## config.mk

```make
export PLATFORM = sky130hd
export DESIGN_NAME = apb_req_arbiter_flat
export DESIGN_NICKNAME = d
export VERILOG_FILES = /design/src/rtl/apb_req_arbiter_if.sv /design/src/rtl/apb_req_arbiter.sv /design/src/flat_wrapper.sv
export SDC_FILE = /design/constraint.sdc
export NUM_CORES = 1
export LEC_CHECK = 0
export ABC_AREA = 1
export BUFFER_PORTS_ARGS = -buffer_cell sky130_fd_sc_hd__buf_2
export CAP_MARGIN = 20
export CORE_AREA = 2 2 156 158
export DETAILED_ROUTE_END_ITERATION = 6
export DIE_AREA = 0 0 158 160
export GPL_TIMING_DRIVEN = 1
export PLACE_DENSITY = 0.68
export SYNTH_ARGS = -nofsm -noshare
export SYNTH_HDL_FRONTEND = slang
export SYNTH_SLANG_ARGS = --single-unit
```

## constraint.sdc

```tcl
create_clock -name apb_clk_in -period 2.3 [get_ports apb_clk_in]
set_clock_uncertainty 0.2 [all_clocks]
set_input_delay 0.46 -clock apb_clk_in [delete_from_list [all_inputs] [get_ports apb_clk_in]]
set_output_delay 0.46 -clock apb_clk_in [all_outputs]
set_load 0.005 [all_outputs]
```

## src/rtl/apb_req_arbiter_if.sv

```systemverilog
// Bundle of requester-side and APB-master-side signals for apb_req_arbiter.
// The slave modport is the arbiter's view: it serves the requesters and
// drives the master-interface request. The master modport is the view of
// whoever sits around the arbiter (requesters plus APB master agent).
interface apb_req_arbiter_if #(
   parameter int REQ_NUM        = 4,
   parameter int APB_ADDR_WIDTH = 32,
   parameter int APB_DATA_WIDTH = 32
);
   localparam int IDX_W = $clog2(REQ_NUM);

   logic [REQ_NUM-1:0]                req_sel_in;
   logic [REQ_NUM*APB_ADDR_WIDTH-1:0] req_addr_in;
   logic [REQ_NUM*APB_DATA_WIDTH-1:0] req_wdata_in;
   logic [REQ_NUM-1:0]                req_write_in;
   logic [REQ_NUM-1:0]                req_ready_out;
   logic                              req_error_out;
   logic [APB_DATA_WIDTH-1:0]         req_rdata_out;
   logic                              mst_sel_out;
   logic [APB_ADDR_WIDTH-1:0]         mst_addr_out;
   logic [APB_DATA_WIDTH-1:0]         mst_wdata_out;
   logic                              mst_write_out;
   logic                              mst_ready_in;
   logic                              mst_error_in;
   logic [APB_DATA_WIDTH-1:0]         mst_rdata_in;
   logic                              grant_valid_out;
   logic [IDX_W-1:0]                  grant_idx_out;

   modport master (
      output req_sel_in, req_addr_in, req_wdata_in, req_write_in,
             mst_ready_in, mst_error_in, mst_rdata_in,
      input  req_ready_out, req_error_out, req_rdata_out,
             mst_sel_out, mst_addr_out, mst_wdata_out, mst_write_out,
             grant_valid_out, grant_idx_out
   );

   modport slave (
      input  req_sel_in, req_addr_in, req_wdata_in, req_write_in,
             mst_ready_in, mst_error_in, mst_rdata_in,
      output req_ready_out, req_error_out, req_rdata_out,
             mst_sel_out, mst_addr_out, mst_wdata_out, mst_write_out,
             grant_valid_out, grant_idx_out
   );
endinterface

```

## src/rtl/apb_req_arbiter.sv

```systemverilog
// Round-robin arbiter that funnels REQ_NUM requesters onto one APB master
// interface. A transfer is granted in IDLE, runs in BUSY until the master
// completes, the requester withdraws or the watchdog expires, optionally
// drains in DRAIN, and always spends one DONE cycle before re-arbitrating.
module apb_req_arbiter #(
   parameter int REQ_NUM        = 4,
   parameter int APB_ADDR_WIDTH = 32,
   parameter int APB_DATA_WIDTH = 32,
   parameter int WATCHDOG_CYCLE = 16
) (
   input logic             apb_clk_in,
   input logic             apb_rstn_in,
   apb_req_arbiter_if.slave bus
);
   localparam int IDX_W = $clog2(REQ_NUM);
   localparam int WD_W  = $clog2(WATCHDOG_CYCLE + 1);

   localparam logic [1:0] ST_IDLE  = 2'd0;
   localparam logic [1:0] ST_BUSY  = 2'd1;
   localparam logic [1:0] ST_DRAIN = 2'd2;
   localparam logic [1:0] ST_DONE  = 2'd3;

   logic [1:0]                state;
   logic [IDX_W-1:0]          last_ptr;
   logic [WD_W-1:0]           wd_cnt;
   logic [WD_W-1:0]           wd_next;
   logic                      wd_hit;

   logic [REQ_NUM-1:0]        ready_q;
   logic                      error_q;
   logic [APB_DATA_WIDTH-1:0] rdata_q;
   logic                      sel_q;
   logic [APB_ADDR_WIDTH-1:0] addr_q;
   logic [APB_DATA_WIDTH-1:0] wdata_q;
   logic                      write_q;
   logic                      grant_valid_q;
   logic [IDX_W-1:0]          grant_idx_q;

   logic [APB_ADDR_WIDTH-1:0] addr_arr  [REQ_NUM];
   logic [APB_DATA_WIDTH-1:0] wdata_arr [REQ_NUM];
   logic                      win_found;
   logic [IDX_W-1:0]          win_idx;
   logic [IDX_W-1:0]          cand;

   // Unpack the flat requester buses into per-requester slices.
   for (genvar g = 0; g < REQ_NUM; g++) begin : g_unpack
      assign addr_arr[g]  = bus.req_addr_in[g*APB_ADDR_WIDTH +: APB_ADDR_WIDTH];
      assign wdata_arr[g] = bus.req_wdata_in[g*APB_DATA_WIDTH +: APB_DATA_WIDTH];
   end

   assign wd_next = wd_cnt + 1'b1;
   assign wd_hit  = (wd_next == WD_W'(WATCHDOG_CYCLE));

   // Round-robin search starting just after the last served requester.
   always_comb begin
      win_found = 1'b0;
      win_idx   = '0;
      cand      = '0;
      for (int k = 0; k < REQ_NUM; k++) begin
         cand = IDX_W'((int'(last_ptr) + 1 + k) % REQ_NUM);
         if (!win_found && bus.req_sel_in[cand]) begin
            win_found = 1'b1;
            win_idx   = cand;
         end
      end
   end

   // Transfer state machine; responses default low so every pulse is one cycle.
   always_ff @(posedge apb_clk_in) begin
      if (!apb_rstn_in) begin
         state         <= ST_IDLE;
         last_ptr      <= IDX_W'(REQ_NUM - 1);
         wd_cnt        <= '0;
         ready_q       <= '0;
         error_q       <= 1'b0;
         rdata_q       <= '0;
         sel_q         <= 1'b0;
         addr_q        <= '0;
         wdata_q       <= '0;
         write_q       <= 1'b0;
         grant_valid_q <= 1'b0;
         grant_idx_q   <= '0;
      end else begin
         ready_q <= '0;
         error_q <= 1'b0;
         rdata_q <= '0;
         case (state)
            ST_IDLE: begin
               if (win_found) begin
                  addr_q        <= addr_arr[win_idx];
                  write_q       <= bus.req_write_in[win_idx];
                  wdata_q       <= bus.req_write_in[win_idx] ? wdata_arr[win_idx] : '0;
                  sel_q         <= 1'b1;
                  grant_valid_q <= 1'b1;
                  grant_idx_q   <= win_idx;
                  wd_cnt        <= '0;
                  state         <= ST_BUSY;
               end
            end
            ST_BUSY: begin
               if (bus.mst_ready_in) begin
                  ready_q[grant_idx_q] <= 1'b1;
                  rdata_q              <= write_q ? '0 : bus.mst_rdata_in;
                  error_q              <= bus.mst_error_in;
                  sel_q                <= 1'b0;
                  grant_valid_q        <= 1'b0;
                  last_ptr             <= grant_idx_q;
                  state                <= ST_DONE;
               end else if (!bus.req_sel_in[grant_idx_q]) begin
                  sel_q  <= 1'b0;
                  wd_cnt <= '0;
                  state  <= ST_DRAIN;
               end else if (wd_hit) begin
                  ready_q[grant_idx_q] <= 1'b1;
                  error_q              <= 1'b1;
                  sel_q                <= 1'b0;
                  last_ptr             <= grant_idx_q;
                  wd_cnt               <= '0;
                  state                <= ST_DRAIN;
               end else begin
                  wd_cnt <= wd_next;
               end
            end
            ST_DRAIN: begin
               if (bus.mst_ready_in || wd_hit) begin
                  grant_valid_q <= 1'b0;
                  wd_cnt        <= '0;
                  state         <= ST_DONE;
               end else begin
                  wd_cnt <= wd_next;
               end
            end
            default: begin
               state <= ST_IDLE;
            end
         endcase
      end
   end

   assign bus.req_ready_out   = ready_q;
   assign bus.req_error_out   = error_q;
   assign bus.req_rdata_out   = rdata_q;
   assign bus.mst_sel_out     = sel_q;
   assign bus.mst_addr_out    = addr_q;
   assign bus.mst_wdata_out   = wdata_q;
   assign bus.mst_write_out   = write_q;
   assign bus.grant_valid_out = grant_valid_q;
   assign bus.grant_idx_out   = grant_idx_q;
endmodule

```

## src/flat_wrapper.sv

```systemverilog
// flat-port wrapper written by rule: the top's interface ports become plain ports
module apb_req_arbiter_flat 
#(
   parameter int REQ_NUM        = 4,
   parameter int APB_ADDR_WIDTH = 32,
   parameter int APB_DATA_WIDTH = 32,
   parameter int WATCHDOG_CYCLE = 16
)
  (apb_clk_in, apb_rstn_in, bus_req_sel_in, bus_req_addr_in, bus_req_wdata_in, bus_req_write_in, bus_mst_ready_in, bus_mst_error_in, bus_mst_rdata_in, bus_req_ready_out, bus_req_error_out, bus_req_rdata_out, bus_mst_sel_out, bus_mst_addr_out, bus_mst_wdata_out, bus_mst_write_out, bus_grant_valid_out, bus_grant_idx_out);
  apb_req_arbiter_if #(.REQ_NUM(REQ_NUM), .APB_ADDR_WIDTH(APB_ADDR_WIDTH), .APB_DATA_WIDTH(APB_DATA_WIDTH)) bus_i ();
  input logic apb_clk_in;
  input logic apb_rstn_in;
  input wire logic [$bits(bus_i.req_sel_in)-1:0] bus_req_sel_in;
  input wire logic [$bits(bus_i.req_addr_in)-1:0] bus_req_addr_in;
  input wire logic [$bits(bus_i.req_wdata_in)-1:0] bus_req_wdata_in;
  input wire logic [$bits(bus_i.req_write_in)-1:0] bus_req_write_in;
  input wire logic [$bits(bus_i.mst_ready_in)-1:0] bus_mst_ready_in;
  input wire logic [$bits(bus_i.mst_error_in)-1:0] bus_mst_error_in;
  input wire logic [$bits(bus_i.mst_rdata_in)-1:0] bus_mst_rdata_in;
  output wire logic [$bits(bus_i.req_ready_out)-1:0] bus_req_ready_out;
  output wire logic [$bits(bus_i.req_error_out)-1:0] bus_req_error_out;
  output wire logic [$bits(bus_i.req_rdata_out)-1:0] bus_req_rdata_out;
  output wire logic [$bits(bus_i.mst_sel_out)-1:0] bus_mst_sel_out;
  output wire logic [$bits(bus_i.mst_addr_out)-1:0] bus_mst_addr_out;
  output wire logic [$bits(bus_i.mst_wdata_out)-1:0] bus_mst_wdata_out;
  output wire logic [$bits(bus_i.mst_write_out)-1:0] bus_mst_write_out;
  output wire logic [$bits(bus_i.grant_valid_out)-1:0] bus_grant_valid_out;
  output wire logic [$bits(bus_i.grant_idx_out)-1:0] bus_grant_idx_out;
  assign bus_i.req_sel_in = bus_req_sel_in;
  assign bus_i.req_addr_in = bus_req_addr_in;
  assign bus_i.req_wdata_in = bus_req_wdata_in;
  assign bus_i.req_write_in = bus_req_write_in;
  assign bus_i.mst_ready_in = bus_mst_ready_in;
  assign bus_i.mst_error_in = bus_mst_error_in;
  assign bus_i.mst_rdata_in = bus_mst_rdata_in;
  assign bus_req_ready_out = bus_i.req_ready_out;
  assign bus_req_error_out = bus_i.req_error_out;
  assign bus_req_rdata_out = bus_i.req_rdata_out;
  assign bus_mst_sel_out = bus_i.mst_sel_out;
  assign bus_mst_addr_out = bus_i.mst_addr_out;
  assign bus_mst_wdata_out = bus_i.mst_wdata_out;
  assign bus_mst_write_out = bus_i.mst_write_out;
  assign bus_grant_valid_out = bus_i.grant_valid_out;
  assign bus_grant_idx_out = bus_i.grant_idx_out;
  apb_req_arbiter #(.REQ_NUM(REQ_NUM), .APB_ADDR_WIDTH(APB_ADDR_WIDTH), .APB_DATA_WIDTH(APB_DATA_WIDTH), .WATCHDOG_CYCLE(WATCHDOG_CYCLE)) u_core (.apb_clk_in(apb_clk_in), .apb_rstn_in(apb_rstn_in), .bus(bus_i));
endmodule
```

Word level (Yosys, flattened, before mapping):

Index checks and enable logic that the tools add are counted.

* register bits after elaboration: 115
* input bits: 300
* output and inout port bits: 106
* logic and storage cells: 116

* add/subtract/negate cells: 5
* order comparisons: 8
* equal/unequal tests: 8
* mux-type cells: 58
* bitwise logic cells: 4
* reduce and logical (&&, ||, !) cells: 21

Operator list (number)
* 32-bit two-way mux: 5
* 32-bit binary-select mux with 2-bit select: 2
* 5-bit two-way mux: 5
* 2-bit two-way mux: 12
* 1-bit two-way mux: 20
* 2-bit by 3-bit less-than comparator with 1-bit output (second input constant): 6
* 5-bit one-hot mux with 3 select lines: 1
* 1-bit binary-select mux with 2-bit select: 6
* 4-bit two-way mux: 3
* 3-bit AND reduction: 4
* 2-bit one-hot mux with 3 select lines: 1
* 2-bit nonzero test: 3
* 5-bit by 1-bit adder with 5-bit output (second input constant): 1
* 5-bit equality test (second input constant): 1
* 2-bit by 1-bit adder with 2-bit output (second input constant): 2
* 2-bit adder (second input constant): 2
* 1-bit logical AND: 4
* 2-bit by 1-bit inequality test with 1-bit output (second input constant): 2
* 2-bit inequality test (second input constant): 2
* 4-bit by 3-bit inequality test with 1-bit output (second input constant): 1
* 2-bit AND reduction: 2
* 4-bit AND reduction: 1
* 4-bit OR reduction: 1
* 3-bit greater-or-equal comparator (second input constant): 1
* other kinds (12): 16

Depth between registers and ports, before layout:

Gate-level depths: netlist of run 1.

* word-level depth: 18
* depth in mapped cells: 17
* mapped depth without buffers: 15

Worst setup path before layout of run 1:

No wires, ideal clock.

* path type: flip-flop to flip-flop
* start point: reg u_core.last_ptr[1]
* end point: reg u_core.addr_q[31] (netlist: u_core.bus.mst_addr_out[31])
* library setup time: 0.109 ns
* data arrival time: 1.771 ns
* required time: 1.991 ns
* setup slack: 0.220 ns
* stages on the path, launching flop included: 16
* buffers on the path: 3
* clock period less this slack: 2.080 ns
* cell sequence: dfxtp_1 buf_4 inv_2 nand2_1 nand2_2 nand2_1 nand2_2 inv_2 nand3_1 nand3_4 buf_2 buf_4 o211ai_1 nand3_1 nand2_1 inv_1

* cells in the longest elaborated chain, start to end: 17
* elaborated cells on any way between the ends: 31
* those cells by class: add/sub (4); mux (19); bitwise (1); reduce/logical (7)

Ends and longest elaborated chain
* start: declaration: line apb_req_arbiter.sv:24 `logic [IDX_W-1:0] last_ptr;`
* start signal: assignment: line apb_req_arbiter.sv:72 `last_ptr <= IDX_W'(REQ_NUM - 1);`
* start signal: assignment: line apb_req_arbiter.sv:107 `last_ptr <= grant_idx_q;`
* start signal: assignment: line apb_req_arbiter.sv:117 `last_ptr <= grant_idx_q;`
* 2-bit by 1-bit adder with 2-bit output *: line apb_req_arbiter.sv:60 `cand = IDX_W'((int'(last_ptr) + 1 + k) % REQ_NUM);`
* branches (longest 16 deep; another with 2-bit adder)
* end signal: assignment: line apb_req_arbiter.sv:90 `addr_q <= addr_arr[win_idx];`
* end: declaration: line apb_req_arbiter.sv:33 `logic [APB_ADDR_WIDTH-1:0] addr_q;`

Every way passes the cells marked *. The select of a mux whose other input is x is not followed.
A chain may end at the register's enable or synchronous reset.

Worst setup path after layout of run 1:

* start point: reg u_core.last_ptr[0]
* end point: reg u_core.wdata_q[19] (netlist: u_core.bus.mst_wdata_out[19])

* cells in the longest elaborated chain, start to end: 18
* elaborated cells on any way between the ends: 34
* those cells by class: add/sub (4); mux (22); bitwise (1); reduce/logical (7)

Ends and longest elaborated chain
* 2-bit by 1-bit adder with 2-bit output *: line apb_req_arbiter.sv:60
* branches (longest 17 deep; another with 2-bit adder)
* end signal: assignment: line apb_req_arbiter.sv:92 `wdata_q <= bus.req_write_in[win_idx] ? wdata_arr[win_idx] : '0;`
* end: declaration: line apb_req_arbiter.sv:34 `logic [APB_DATA_WIDTH-1:0] wdata_q;`

Marked as above.

==> results.md, run 1 <==
| Group | Result | This run |
| --- | --- | --- |
| floorplanning | Die Area | 25,300 µm² |
| place | Total of buffers placed on input and output ports | 405 |
| place | Hpwl dp | 19.8 mm |
| outcome | Violated checks | negative setup slack |
| sta | Highest achievable clock rate | 0.430 GHz |
| synth | Leading cell type by number of instances after synthesis | nand2_1 |
| synth | Count of warnings emitted by yosys | 0 |
| synth | Cell taking the most area after synthesis | dfxtp_1 |
| sta | Setup_tns | -0.237 ns |
| power | Leakage | 6.64 nW |
| setup path | Data required time at the worst endpoint | 2.44 ns |
| power | Pwr per Cell Area | 1380 nW/µm² |
| global routing | Vias in the first global route | 8,449 |
| floorplanning | Die extent in x | 158 µm |
| floorplanning | Top-level port count | 406 |
| outcome | Outcome | complete, but fails checks |
| synth | Count of flip-flops with a built-in enable after synthesis | 0 |
| synth | Most used DFF post-synth | dfxtp_1 |
| synth | Share of the synthesized area in the top cell type | 0.315 |
| synth | Ranking of synthesized cells by instance count | nand2_1 (299), inv_1 (259), nor2_1 (143) |
| detailed routing | Post-detailed-route count of antenna-violating nets | 0 |
| clocking | Total CTS buffers | 17 |
| setup path | Ordered list of cells on the worst path | buf_4 -> nand2_2 -> nand2_4 -> nand2_4 -> nand2_4 -> nor2_4 -> nand2_1 -> nand2_2 -> nand2_4 -> buf_12 -> nor2_8 -> nand3_4 -> nand2_8 -> buf_12 -> nand2_1 -> a21oi_1 |
| synth | Largest cells by area after synthesis | dfxtp_1 (32%), nand2_1 (15%), inv_1 (13%), nand3_1 (7.7%), nor2_1 (7.3%) |
| synth | Flops & latches, synth | 115 |
| clocking | CTS sink count | 115 |
| clocking | Clk Tree Root Cell | clkbuf_16 |
| synth | Ys async rst share | 0 |
| detailed routing | Routed length per instance | 13.7 µm |
| place | Area after DPL | 10,100 µm² |
| worst hold path | Class of the worst hold path | primary input to register |
| floorplanning | Core area | 23,800 µm² |
| setup path | Type of destination of the critical path | register |
| synth | Count of mapped cells out of synthesis | 1,228 |
| sta | Post-route worst setup slack | -0.0265 ns |
| synth | Synthesized area per cell | 5.95 µm² |
| synth | Synth Cell Area | 7310 µm² |
| setup path | Delay contributed by the slowest stage of the critical path | 0.37 ns |
| detailed routing | Remaining design rule violation count | 0 |
| sta | Clock period minus worst slack | 2.33 ns |
| setup path | Most used cell, CP | nand2_4 |
| sta | Fraction of the cycle the final worst path needs | 1.01 |
| sta | Final Max Tran Viols | 0 |
| global routing | Global-route usage over all layers | 0.202 |
| detailed routing | Routed wire length | 27.5 mm |
| setup path | Data arrival at the endpoint of the critical path | 2.47 ns |
| global routing | Grt total ovfl | 0 |
| detailed routing | Number of vias after detailed routing | 9,242 |
| layout | Net count of the finished layout | 1,971 |
| floorplanning | Initial core utilization | 0.307 |
| setup path | Top fanout value on the critical path | 9 |
| floorplanning | Overall die height | 160 µm |
| sta | Worst slew pin tran | 0.414 ns |
| sta | Final number of setup-violating endpoints | 24 |
| place | RD Place Congestion | 0.880 |
| global routing | Maximum number of pins on one net before global-route repair | 46 |
| clocking | Source-to-sink clock delay at the later pin of the worst-skew pair | 0.42 ns |
| setup path | Slowest library cell on the worst path | dfxtp_4 |
| layout | Share of layout cells above drive strength 1 | 0.366 |
| clocking | Number of buffers inserted by hold repair at cts | 0 |
| synth | Proportion of synthesized chip area in sequential cells | 0.315 |
| power | Worst VDD drop | 0.000549 V |
| sta | Hold violation total from the final report | 0 |
| sta | Max_slew headroom | 0.724 |
| sta | Setup repair after global routing missed its margin | true |
| layout | Area delta synth->final | 55.1% |
| global routing | First-pass GRT wire length | 40.6 mm |
| clocking | Number of levels the H-tree was split into | 4 |
| synth | Syn Nets | 1,533 |
| detailed routing | Drt first-iter violations | 652 |
| clocking | CTS tree | yes |
| clocking | Worst-case clock buffer depth | 2 |
| synth | Synth cell types | 29 |
| detailed routing | Per-cell via count in the routed design | 4.61 |
| floorplanning | Standard-cell rows | 57 |
| setup path | Worst setup SP type | register |
| global routing | Antenna violations before repair | 2 |
| setup path | Critical path class | register to register |
| run | Total of max-cap violations | 0 |
| layout | Area of all placed cells without fillers | 11,300 µm² |
| detailed routing | Number of iterations in the first detailed-routing pass | 5 |
| clocking | Reg clk slew, reported paths | 0.07 ns |
state kept, by name, indices dropped and copies added, names as in the netlist, 2 cells and up:
signal	count
u_core.bus.grant_idx_out	2
u_core.wd_cnt	5
u_core.bus.req_rdata_out	32
u_core.last_ptr	2
u_core.bus.mst_addr_out	32
u_core.state	2
u_core.bus.req_ready_out	4
u_core.bus.mst_wdata_out	32
worst paths after layout:
path | start | end | cells past startpoint | slack (ns)
worst max register to register | u_core.last_ptr[0]$_SDFFE_PN1P_ | u_core.bus.mst_wdata_out[19]$_SDFFE_PN0P_ | 16 | -0.03
worst min register to register | u_core.bus.grant_valid_out$_SDFFE_PN0P_ | u_core.bus.grant_valid_out$_SDFFE_PN0P_ | 2 | 0.25
worst max-delay path | u_core.last_ptr[0]$_SDFFE_PN1P_ | u_core.bus.mst_wdata_out[19]$_SDFFE_PN0P_ | 16 | -0.03
worst min-delay path | bus_mst_rdata_in[24] | u_core.bus.req_rdata_out[24]$_SDFF_PP0_ | 3 | 0.04
metal layers:
layer | GRT usage | wire, µm | up-vias
li1 | - | - | 4692
met1 | 0.225 | 10800 | 4128
met2 | 0.365 | 13800 | 378
met3 | 0.0526 | 2250 | 42
met4 | 0.0733 | 624 | 2
met5 | 0 | 13 | -
per-stage QoR:
step / total power [W] / hold slack [ns] / std cells / setup slack (ns) / utilization
floorplan: 0.00815 / 0.240 / 1228 / 0.220 / -
global placement: 0.0112 / 0.239 / 1953 / -0.186 / 0.422
detailed placement: 0.0113 / 0.246 / 1953 / -0.224 / 0.422
CTS: 0.0150 / 0.0248 / 1995 / -0.0316 / 0.460
global route: 0.0168 / 0.0361 / 2003 / -0.183 / 0.476
finish: 0.0156 / 0.0410 / 2004 / -0.0265 / 0.476
worst max-delay path, delay by kind of cell (launching register included):
kind            cells  cell delay (ns)
compound gates      1             0.13
flops               1             0.37
buf+inv             3             0.43
simple gates       12             1.13
layout by cell type (no fill, tap or decap), types with 4 or more instances in the layout:
| cell | n |
|---|---|
| a21oi_1 | 46 |
| buf_12 | 14 |
| buf_2 | 405 |
| buf_4 | 57 |
| buf_6 | 10 |
| buf_8 | 5 |
| clkbuf_16 | 21 |
| dfxtp_1 | 112 |
| ha_1 | 5 |
| inv_1 | 259 |
| inv_6 | 4 |
| inv_8 | 8 |
| nand2_1 | 269 |
| nand2_2 | 20 |
| nand2_4 | 15 |
| nand3_1 | 103 |
| nand3_2 | 7 |
| nand3_4 | 4 |
| nand4_1 | 68 |
| nor2_1 | 133 |
| nor2_2 | 10 |
| o211ai_1 | 42 |
| o21ai_0 | 10 |
| o21ai_1 | 9 |
| o21ai_2 | 15 |
timing repair:
action / 4_1_cts / 5_1_grt
cloned: 4 / 4
buffers inserted: 8 / 5
endpoints found under the hold margin: 0 / 0
pin swaps: 15 / 25
setup endpoints to repair: 65 / 71
resized for setup: 70 / 74
logic make-up after synthesis:
group           after synthesis  share of synthesized area
buf+inv                     343                      0.191
xor+xnor                      2                    0.00240
simple gates                636                      0.381
fa+ha+maj                     5                    0.00856
compound gates              127                      0.102
flops                       115                      0.315
layout make-up:
cell class | instances | area, µm²
diodes | 1 | 2.50
clock buffers | 17 | 425
clock inverters | 15 | 184
fillers | 2507 | 12500
inverters | 265 | 1010
multi-input cells | 770 | 3920
flip-flops and latches | 115 | 2310
well taps | 324 | 405
repair buffers | 497 | 3080
power by group:
part	internal (W)	switching [W]
logic	0.00436	0.00551
clock network	0.00157	0.00119
registers	0.00262	0.000349
(Power assumes the default switching activity.)
==> run 2: changes to the inputs <==
--- a/config.mk
+++ b/config.mk
@@ -5,14 +5,13 @@
 export SDC_FILE = /design/constraint.sdc
 export NUM_CORES = 1
 export LEC_CHECK = 0
-export ABC_AREA = 1
 export BUFFER_PORTS_ARGS = -buffer_cell sky130_fd_sc_hd__buf_2
 export CAP_MARGIN = 20
-export CORE_AREA = 2 2 156 158
+export CORE_AREA = 2 2 158 160
 export DETAILED_ROUTE_END_ITERATION = 6
-export DIE_AREA = 0 0 158 160
+export DIE_AREA = 0 0 160 162
 export GPL_TIMING_DRIVEN = 1
-export PLACE_DENSITY = 0.68
+export PLACE_DENSITY = 0.61
 export SYNTH_ARGS = -nofsm -noshare
 export SYNTH_HDL_FRONTEND = slang
 export SYNTH_SLANG_ARGS = --single-unit
==> results.md, run 2 <==
| Group | Result | This run | Delta |
| --- | --- | --- | --- |
| outcome | Outcome | complete, no violations | was complete, but fails checks |
| synth | Count of flip-flops with a built-in enable after synthesis | 0 | unchanged |
| synth | Ys async rst share | 0 | unchanged |
| detailed routing | Remaining design rule violation count | 0 | unchanged |
| synth | Synth cell types | 48 | was 29 |
| global routing | First-pass GRT wire length | 36.6 mm | was 40.6 mm |
| floorplanning | Overall die height | 162 µm | was 160 µm |
| floorplanning | Initial core utilization | 0.245 | was 0.307 |
| synth | Proportion of synthesized chip area in sequential cells | 0.390 | was 0.315 |
| power | Pwr per Cell Area | 999 nW/µm² | was 1380 nW/µm² |
| global routing | Grt total ovfl | 0 | unchanged |
| detailed routing | Routed wire length | 23.5 mm | was 27.5 mm |
| layout | Share of layout cells above drive strength 1 | 0.423 | was 0.366 |
| sta | Max_slew headroom | 0.741 | was 0.724 |
| layout | Area delta synth->final | 56.1% | was 55.1% |
| detailed routing | Number of iterations in the first detailed-routing pass | 5 | unchanged |
| global routing | Met3 demand-to-capacity share in global routing | 0.0521 | was 0.0526 |
| setup path | Data arrival at the endpoint of the critical path | 2.24 ns | was 2.47 ns |
| detailed routing | Per-cell via count in the routed design | 4.64 | was 4.61 |
| worst hold path | Class of the worst hold path | primary input to register | unchanged |
| layout | Top library cells by usage in the layout, fill and taps aside | buf_2 (405), nand2_1 (202), dfxtp_1 (114) | was buf_2 (405), nand2_1 (269), inv_1 (259) |
| global routing | Met1 Track Usage GR | 0.214 | was 0.225 |
| clocking | Total CTS buffers | 17 | unchanged |
| setup path | Critical path class | register to register | unchanged |
| global routing | Antenna violations before repair | 3 | was 2 |
| synth | Synth Cell Area | 5900 µm² | was 7310 µm² |
| synth | Flops & latches, synth | 115 | unchanged |
| synth | Most used DFF post-synth | dfxtp_1 | unchanged |
| global routing | Global-route usage over all layers | 0.180 | was 0.202 |
| floorplanning | Die Area | 25,900 µm² | was 25,300 µm² |
| sta | Fraction of the cycle the final worst path needs | 0.933 | was 1.01 |
| detailed routing | Post-detailed-route count of antenna-violating nets | 0 | unchanged |
| clocking | CTS tree | yes | unchanged |
| layout | Area of all placed cells without fillers | 9220 µm² | was 11,300 µm² |
| floorplanning | Standard-cell rows | 57 | unchanged |
| sta | Clock period minus worst slack | 2.15 ns | was 2.33 ns |
| synth | Syn Nets | 1,063 | was 1,533 |
| floorplanning | Core area | 24,100 µm² | was 23,800 µm² |
| layout | Commonest non-fill, non-tap cell in the layout | buf_2 | unchanged |
| sta | Setup repair after global routing missed its margin | false | was true |
| synth | Ranking of synthesized cells by instance count | nand2_1 (202), dfxtp_1 (115), nand3_1 (95) | was nand2_1 (299), inv_1 (259), nor2_1 (143) |
| clocking | Number of levels the H-tree was split into | 4 | unchanged |
| clocking | Clk Tree Root Cell | clkbuf_16 | unchanged |
| synth | Share of the synthesized area in the top cell type | 0.390 | was 0.315 |
| place | Area after DPL | 8610 µm² | was 10,100 µm² |
| sta | Final number of setup-violating endpoints | 0 | was 24 |
| clocking | Worst-case clock buffer depth | 2 | unchanged |
| setup path | Data required time at the worst endpoint | 2.40 ns | was 2.44 ns |
| power | Overall Power | 0.00921 W | was 0.0156 W |
| place | Hpwl dp | 18.0 mm | was 19.8 mm |
| floorplanning | Die extent in x | 160 µm | was 158 µm |
| detailed routing | Drt first-iter violations | 405 | was 652 |
| synth | Cell taking the most area after synthesis | dfxtp_1 | unchanged |
| clocking | Source-to-sink clock delay at the later pin of the worst-skew pair | 0.42 ns | about the same |
| synth | Leading cell type by number of instances after synthesis | nand2_1 | unchanged |
| clocking | CTS sink count | 115 | unchanged |
| layout | Net count of the finished layout | 1,476 | was 1,971 |
| global routing | Maximum number of pins on one net before global-route repair | 50 | was 46 |
| clocking | Reg clk slew, reported paths | 0.06 ns | was 0.07 ns |
| power | Worst VDD drop | 0.000356 V | was 0.000549 V |
| sta | Hold violation total from the final report | 0 | unchanged |
| power | Leakage | 4.64 nW | was 6.64 nW |
| setup path | Worst setup SP type | register | unchanged |
| sta | Highest achievable clock rate | 0.466 GHz | was 0.430 GHz |
| sta | Setup_tns | 0 ns | was -0.237 ns |
| sta | Post-Route Hold Slack | 0.0377 ns | was 0.0410 ns |
| synth | Largest cells by area after synthesis | dfxtp_1 (39%), nand2_1 (13%), nand3_1 (8.1%), mux2i_1 (5.8%), a32o_1 (5.4%) | was dfxtp_1 (32%), nand2_1 (15%), inv_1 (13%), nand3_1 (7.7%), nor2_1 (7.3%) |
| synth | Count of warnings emitted by yosys | 0 | unchanged |
| detailed routing | Routed length per instance | 15.6 µm | was 13.7 µm |
| synth | Count of mapped cells out of synthesis | 758 | was 1,228 |
| run | Total of max-cap violations | 0 | unchanged |
| sta | Final Max Tran Viols | 0 | unchanged |
| setup path | Top fanout value on the critical path | 12 | was 9 |
| synth | Synthesized area per cell | 7.79 µm² | was 5.95 µm² |
| floorplanning | Top-level port count | 406 | unchanged |
| setup path | Type of destination of the critical path | register | unchanged |
| place | Total of buffers placed on input and output ports | 405 | unchanged |
| global routing | Vias in the first global route | 6,938 | was 8,449 |
| sta | Worst slew pin tran | 0.383 ns | was 0.414 ns |
| detailed routing | Number of vias after detailed routing | 7,005 | was 9,242 |
| global routing | Met2 track demand over resource | 0.309 | was 0.365 |
| global routing | Most heavily used metal layer in global routing | met2 | unchanged |
| place | RD Place Congestion | 0.862 | was 0.880 |
==> run 2: changes by cell type in the layout (fill, tap and decap cells not counted), sizes merged, moves of 32 or more <==
| cell | delta |
|---|---|
| nand4 | -68 |
| inv | -263 |
| nand2 | -103 |
| and2 | +35 |
| mux2i | +34 |
| o211ai | -42 |
| a32o | +32 |
| buf | -39 |
| nor2 | -133 |
==> run 2: critical path: stages, from the launching register on <==
cell	delay, ns
dfxtp_1	0.40
nand2b_1	0.22
a21bo_2	0.17
and3_4	0.22
buf_12	0.17
buf_4	0.17
mux2i_1	0.25
a22o_1	0.16
o21ai_1	0.05
==> run 2: repair_timing <==
item / 4_1_cts / 5_1_grt
endpoints found under the setup margin: 0 / 5
buffers inserted: 0 / 0
hold buffers: 0 / 0
gates resized for setup: 0 / 4
hold endpoints to repair: 0 / 0
==> run 2: power by group <==
part / switching [W] / internal (W) / total [W]
logic: 0.00205 / 0.00177 / 0.00382
clock network: 0.00104 / 0.00163 / 0.00268
registers: 0.000252 / 0.00246 / 0.00271
total: 0.00335 / 0.00586 / 0.00921
==> run 2: kinds of logic (layout without fill, tap and decap cells) <==
family	Yosys count	count (layout)	share of synthesized area
compound gates	163	163	0.198
fa+ha+maj	5	5	0.0106
buf+inv	67	492	0.0496
flops	115	115	0.390
mux	36	36	0.0634
other cells	0	3	0
simple gates	372	372	0.288
==> run 2: worst paths after layout <==
path | from | to | slack (ns) | cells past startpoint
setup / recovery | u_core.last_ptr[0]$_SDFFE_PN1P_ | u_core.bus.mst_addr_out[13]$_SDFFE_PN0P_ | 0.15 | 8
hold / removal | bus_mst_rdata_in[16] | u_core.bus.req_rdata_out[16]$_SDFF_PP0_ | 0.04 | 2
setup reg to reg | u_core.last_ptr[0]$_SDFFE_PN1P_ | u_core.bus.mst_addr_out[13]$_SDFFE_PN0P_ | 0.15 | 8
hold reg to reg | u_core.bus.mst_addr_out[15]$_SDFFE_PN0P_ | u_core.bus.mst_addr_out[15]$_SDFFE_PN0P_ | 0.25 | 2
==> run 2: through the flow <==
stage / utilization / std cells / worst slack (ns)
6_report: 0.382 / 1510 / 0.155
5_1_grt: 0.382 / 1509 / 0.0188
4_1_cts: 0.382 / 1507 / 0.0448
3_5_place_dp: 0.357 / 1476 / -0.0903
3_3_place_gp: 0.357 / 1476 / -0.0803
2_1_floorplan: - / 758 / 0.0962
==> run 2: cell type report <==
| cell class | count | area, µm² |
|---|---|---|
| inverters | 7 | 26.3 |
| diodes | 3 | 7.51 |
| well taps | 324 | 405 |
| clock buffers | 18 | 439 |
| clock inverters | 13 | 149 |
| repair buffers | 454 | 2540 |
| flip-flops and latches | 115 | 2300 |
| multi-input cells | 576 | 3340 |
| fillers | 2559 | 14900 |
==> run 2: per-layer routing <==
metal	up-vias	share of wire
met5	-	0
met4	0	0.019
met3	29	0.076
met2	339	0.48
met1	3152	0.42
li1	3485	-
